===== config.mk =====
export PLATFORM = sky130hd
export DESIGN_NAME = tx_port_grant_arbiter
export DESIGN_NICKNAME = d
export VERILOG_FILES = /design/src/rtl/tx_port_grant_arbiter.sv
export SDC_FILE = /design/constraint.sdc
export NUM_CORES = 1
export LEC_CHECK = 0
export ABC_CLOCK_PERIOD_IN_PS = 4600
export BUFFER_PORTS_ARGS = -buffer_cell sky130_fd_sc_hd__buf_2
export CAP_MARGIN = 10
export CORE_ASPECT_RATIO = 1.75
export CORE_MARGIN = 10
export CORE_UTILIZATION = 37
export CTS_CLUSTER_DIAMETER = 40
export CTS_CLUSTER_SIZE = 40
export DETAILED_ROUTE_END_ITERATION = 10
export PLACE_DENSITY = 0.54
export SYNTH_ARGS = -nofsm -noshare
export SYNTH_HDL_FRONTEND = slang
export SYNTH_SLANG_ARGS = --single-unit

===== constraint.sdc =====
create_clock -name clk -period 4.6 [get_ports clk]
set_clock_uncertainty 0.05 [all_clocks]
set_input_delay 0.23 -clock clk [delete_from_list [all_inputs] [get_ports clk]]
set_output_delay 0.23 -clock clk [all_outputs]
set_load 0.02 [all_outputs]

===== src/rtl/tx_port_grant_arbiter.sv =====
// Per-output-port round-robin grant arbiter for the VOQ transmit chain.
// Holds a one-hot grant until the granted manager's done pulse arrives;
// a watchdog (frozen by keep_in) forces release of a grant that never completes.
module tx_port_grant_arbiter #(
   parameter int unsigned PORT_NUB = 8,
   parameter int unsigned TIMEOUT  = 1024
) (
   input  logic                                    clk,
   input  logic                                    rst_n,
   input  logic [PORT_NUB-1:0]                     req,
   input  logic [PORT_NUB-1:0]                     done,
   input  logic                                    keep_in,
   output logic [PORT_NUB-1:0]                     grant,
   output logic                                    grant_valid,
   output logic [((PORT_NUB > 1) ? $clog2(PORT_NUB) : 1)-1:0] grant_nub,
   output logic                                    timeout_err
);

   localparam int unsigned WIDTH_SEL = (PORT_NUB > 1) ? $clog2(PORT_NUB) : 1;
   localparam int unsigned WDOG_W    = (TIMEOUT > 1) ? $clog2(TIMEOUT) : 1;

   localparam logic [1:0] ST_IDLE = 2'd0;
   localparam logic [1:0] ST_BUSY = 2'd1;
   localparam logic [1:0] ST_ERR  = 2'd2;

   logic [1:0]           state_q, state_d;
   logic [WIDTH_SEL-1:0] ptr_q, ptr_d;
   logic [WDOG_W-1:0]    wdog_q, wdog_d;
   logic [PORT_NUB-1:0]  grant_q, grant_d;
   logic                 grant_valid_q, grant_valid_d;
   logic [WIDTH_SEL-1:0] grant_nub_q, grant_nub_d;
   logic                 timeout_err_q, timeout_err_d;

   logic                 sel_found;
   logic [WIDTH_SEL-1:0] sel_idx;
   logic [WIDTH_SEL-1:0] nub_next;
   int unsigned          scan_idx;

   // Rotating-priority scan: first requester at or after ptr, wrapping.
   always_comb begin
      sel_found = 1'b0;
      sel_idx   = '0;
      scan_idx  = 0;
      for (int unsigned k = 0; k < PORT_NUB; k++) begin
         scan_idx = 32'(ptr_q) + k;
         if (scan_idx >= PORT_NUB) begin
            scan_idx = scan_idx - PORT_NUB;
         end
         if (!sel_found && req[scan_idx[WIDTH_SEL-1:0]]) begin
            sel_found = 1'b1;
            sel_idx   = scan_idx[WIDTH_SEL-1:0];
         end
      end
   end

   // Pointer value that moves priority just past the port being released.
   always_comb begin
      if (grant_nub_q == WIDTH_SEL'(PORT_NUB - 1)) begin
         nub_next = '0;
      end else begin
         nub_next = grant_nub_q + WIDTH_SEL'(1);
      end
   end

   // Next-state and registered-output computation.
   always_comb begin
      state_d       = state_q;
      ptr_d         = ptr_q;
      wdog_d        = wdog_q;
      grant_d       = grant_q;
      grant_nub_d   = grant_nub_q;
      timeout_err_d = 1'b0;

      case (state_q)
         ST_IDLE: begin
            if (!keep_in && sel_found) begin
               grant_d          = '0;
               grant_d[sel_idx] = 1'b1;
               grant_nub_d      = sel_idx;
               wdog_d           = '0;
               state_d          = ST_BUSY;
            end
         end
         ST_BUSY: begin
            if (done[grant_nub_q]) begin
               grant_d = '0;
               ptr_d   = nub_next;
               state_d = ST_IDLE;
            end else if (keep_in) begin
               wdog_d = wdog_q;
            end else if (wdog_q == WDOG_W'(TIMEOUT - 1)) begin
               grant_d       = '0;
               timeout_err_d = 1'b1;
               ptr_d         = nub_next;
               state_d       = ST_ERR;
            end else begin
               wdog_d = wdog_q + WDOG_W'(1);
            end
         end
         ST_ERR: begin
            grant_d = '0;
            state_d = ST_IDLE;
         end
         default: begin
            grant_d = '0;
            state_d = ST_IDLE;
         end
      endcase

      grant_valid_d = |grant_d;
   end

   // State and output registers with synchronous active-low reset.
   always_ff @(posedge clk) begin
      if (!rst_n) begin
         state_q       <= ST_IDLE;
         ptr_q         <= '0;
         wdog_q        <= '0;
         grant_q       <= '0;
         grant_valid_q <= 1'b0;
         grant_nub_q   <= '0;
         timeout_err_q <= 1'b0;
      end else begin
         state_q       <= state_d;
         ptr_q         <= ptr_d;
         wdog_q        <= wdog_d;
         grant_q       <= grant_d;
         grant_valid_q <= grant_valid_d;
         grant_nub_q   <= grant_nub_d;
         timeout_err_q <= timeout_err_d;
      end
   end

   assign grant       = grant_q;
   assign grant_valid = grant_valid_q;
   assign grant_nub   = grant_nub_q;
   assign timeout_err = timeout_err_q;

endmodule


==> flow_metrics.env <==
export IMPL_slew_violations=0
export IMPL_hold_path_class="in2reg"
export IMPL_hold_buffers=0
export IMPL_vias_per_cell=5.43
export IMPL_synth_area_um2=2160
export IMPL_rsz0062_at_grt="false"
export IMPL_hold_path_startpoint="rst_n"
export IMPL_intPower_uw=466
export IMPL_drtPass1Iterations=4
export IMPL_ant_nets=0
export IMPL_ys_types=56
export IMPL_max_vdd_ir_drop_mv=0.156
export IMPL_power_leakage_uw=0.000940
export IMPL_area_growth_pct=12.3
export IMPL_gp_congestion=0.854
export IMPL_yosysWarnings=0
export IMPL_met3_length_um=124
export IMPL_worstPathCellList="buf_4 > inv_1 > ha_1 > mux4_2 > a21o_1 > a221oi_1 > nor3b_1 > o22ai_1 > a22oi_1 > nor2b_1 > a22o_1"
export IMPL_hold_path_depth=2
export IMPL_combPwrFrac=0.333
export IMPL_wirelength_um=5620
export IMPL_cts_max_level=1
export IMPL_wl_per_cell_um=16.4
export IMPL_rrSetupSlack_ps=1100
export IMPL_grt_max_degree=17
export IMPL_status="finished clean"
export IMPL_synth_edf_count=0
export IMPL_crit_path_max_incr_delay_ps=660
export IMPL_cts_setup_buffers=0
export IMPL_crit_start="ptr_q[1]$_SDFFE_PN0P_"
export IMPL_cts_sinks=28
export IMPL_synth_ff_type="dfxtp_1"
export IMPL_timing_max_cap_violations=0
export IMPL_seq_area_frac_synth=0.259
export IMPL_clockRootBuffer="clkbuf_8"
export IMPL_cts_tree="built"
export IMPL_drive_above_1_share=0.258
export IMPL_die_area_um2=9420
export IMPL_overflow=0
export IMPL_cts_max_path_buffers=2
export IMPL_synthArstFlopShare=0
export IMPL_core_um2=5630
export IMPL_tns_ps=0
export IMPL_final_net_count=292
export IMPL_vias=1864
export IMPL_rr_worst_depth=11
export IMPL_pwr_density_cell_nw_per_um2=281
export IMPL_antenna_found_initial=0
export IMPL_clkTransAtPathRegs_ps=100
export IMPL_worstPathRequired_ps=4780
export IMPL_drcViolationCount=0
export IMPL_critPathArrivalTime_ps=3680
export IMPL_wl_met2_um=3300
export IMPL_critPathLaunchType="register"
export IMPL_grt_total_usage=0.121
export IMPL_r2r_end="grant[1]$_SDFF_PN0_"
export IMPL_synth_seq_cells=28
export IMPL_setup_violations=0
export IMPL_wl_met1_um=2060
export IMPL_max_slew_margin_rel=0.574
export IMPL_grt_pass1_vias=1958
export IMPL_p_sw_frac=0.316
export IMPL_pwr_share_seq=0.385
export IMPL_tightest_slew_ps=637
export IMPL_path_max_fanout=16
export IMPL_post_cts_resized=0
export IMPL_hold_end="grant_valid$_SDFF_PN0_"
export IMPL_initial_core_util=0.384
export IMPL_io_buffers=31
export IMPL_diodes=0
export IMPL_p_switching_uw=215
export IMPL_clk_insertion_delay_late_ps=270
export IMPL_synth_cells=241
export IMPL_fp_row_count=36
export IMPL_fmax_mhz=286
export IMPL_die_width_um=77.8
export IMPL_grt_pass1_wl_um=9450
export IMPL_pin_count=32
export IMPL_cp_end_kind="register"
export IMPL_setup_ws_ps=1100
export IMPL_numCtsBuffers=3
export IMPL_min_period_ps=3500
export IMPL_highest_layer="met4"
export IMPL_syn_avg_cell_area_um2=8.97
export IMPL_drtIter0Drc=123
export IMPL_syn_nets=265
export IMPL_dpl_hpwl_um=4690
export IMPL_die_h_um=121
export IMPL_place_ws_ps=1110
export IMPL_crit_type="reg2reg"
export IMPL_timing_final_crit_share=0.761
export IMPL_clockPowerShare=0.282
export IMPL_hold_viol=0
export IMPL_reg2reg_from="ptr_q[1]$_SDFFE_PN0P_"
export IMPL_crit_slowest_cell="mux4_2"
[layout make-up]
type / count / area, um2
Tap cell: 76 / 95.1
Clock inverter: 1 / 30.0
Multi-Input combinational cell: 195 / 1500
Clock buffer: 3 / 41.3
Inverter: 7 / 26.3
Fill cell: 610 / 3200
Sequential cell: 28 / 561
Timing Repair Buffer: 33 / 170
[cell usage after synthesis, drive strengths merged (2+ instances only)]
master,number,share of area
a21boi,2,0.0070
or2,3,0.0087
o22ai,2,0.0058
nor2,22,0.038
nor4,5,0.014
inv,7,0.012
and3,4,0.014
xnor2,8,0.032
nor3,9,0.023
ha,5,0.029
a21oi,6,0.021
xor2,4,0.016
nor2b,9,0.026
a22o,6,0.024
and2,2,0.0070
o21ai,13,0.032
dfxtp,28,0.26
buf,8,0.027
mux4,11,0.11
nand2,27,0.048
clkbuf,3,0.0052
nand3,7,0.016
nor3b,3,0.010
mux2,13,0.068
mux2i,13,0.062
a22oi,3,0.010
nand2b,3,0.0087
[layer usage]
layer / global-route usage / vias to the layer above
met5: 0 / -
met2: 0.246 / 32
met3: 0.0141 / 8
met4: 0.0459 / 0
met1: 0.118 / 893
li1: - / 931
[placed cells by master (no fill, tap or decap), types with 3 or more instances in the layout]
cell type and instances:
mux2i_1 12, nor4_1 5, nor2_1 22, mux2_2 11, buf_2 31, a21oi_1 4, a22oi_1 3, nor3b_1 3
o21ai_0 7, and3_1 3, nor2b_1 9, nor3_1 8, o21ai_1 5, ha_1 5, mux4_2 11, nand2_1 26
xor2_1 4, clkbuf_8 3, dfxtp_1 28, nand3_1 7, a22o_1 6, nand2b_1 3, xnor2_1 8, inv_1 6
[cells by family (layout without fill, tap and decap cells)]
family                     after synthesis  in the layout  synth area share
xor gates and xnor gates                12             12            0.0486
AOI/OAI and AO/OA                       42             42             0.142
muxes                                   37             37             0.244
and+or+nand+nor                         99             99             0.232
DFF                                     28             28             0.259
adders and majority gates                5              5            0.0290
buffers and inverters                   18             44            0.0446
[registers in the layout (all words and copies together) (netlist names)]
name         flops
grant_nub        3
grant_valid      1
timeout_err      1
ptr_q            3
wdog_q          10
grant            8
state_q          2
[how the worst max path moves through the flow]
stage | to | slack, ps | cells past startpoint
floorplan | grant[1]$_SDFF_PN0_ | 1380 | 13
global placement | grant[2]$_SDFF_PN0_ | 1150 | 11
detailed placement | grant[1]$_SDFF_PN0_ | 1110 | 11
CTS | grant[1]$_SDFF_PN0_ | 1090 | 11
global route | grant[3]$_SDFF_PN0_ | 810 | 11
finish | grant[1]$_SDFF_PN0_ | 1100 | 11
[stage by stage]
stage	instance area (um2)	total power, uW	instances	hold WS [ps]	utilization
2_1_floorplan	2160	440	241	341	-
3_3_place_gp	2360	497	339	410	0.418
3_5_place_dp	2360	496	339	412	0.418
4_1_cts	2430	690	343	273	0.431
5_1_grt	2430	719	343	280	0.431
6_report	2430	681	343	276	0.431
[worst max-delay path: cells and delay by family (launching register included)]
family                     cells  cell delay [ps]
AOI/OAI and AO/OA              5             1230
adders and majority gates      1              570
buffers and inverters          2              290
DFF                            1              320
muxes                          1              660
and+or+nand+nor                2              340
[power groups by stage]
stage | registers (uW) | logic (uW) | clock network (uW)
4_1_cts | 263 | 228 | 198
3_5_place_dp | 269 | 227 | 0
3_3_place_gp | 268 | 228 | 0
2_1_floorplan | 275 | 165 | 0
5_1_grt | 265 | 249 | 205
6_report | 263 | 227 | 192
No activity file was read; power rests on OpenSTA's default activity.
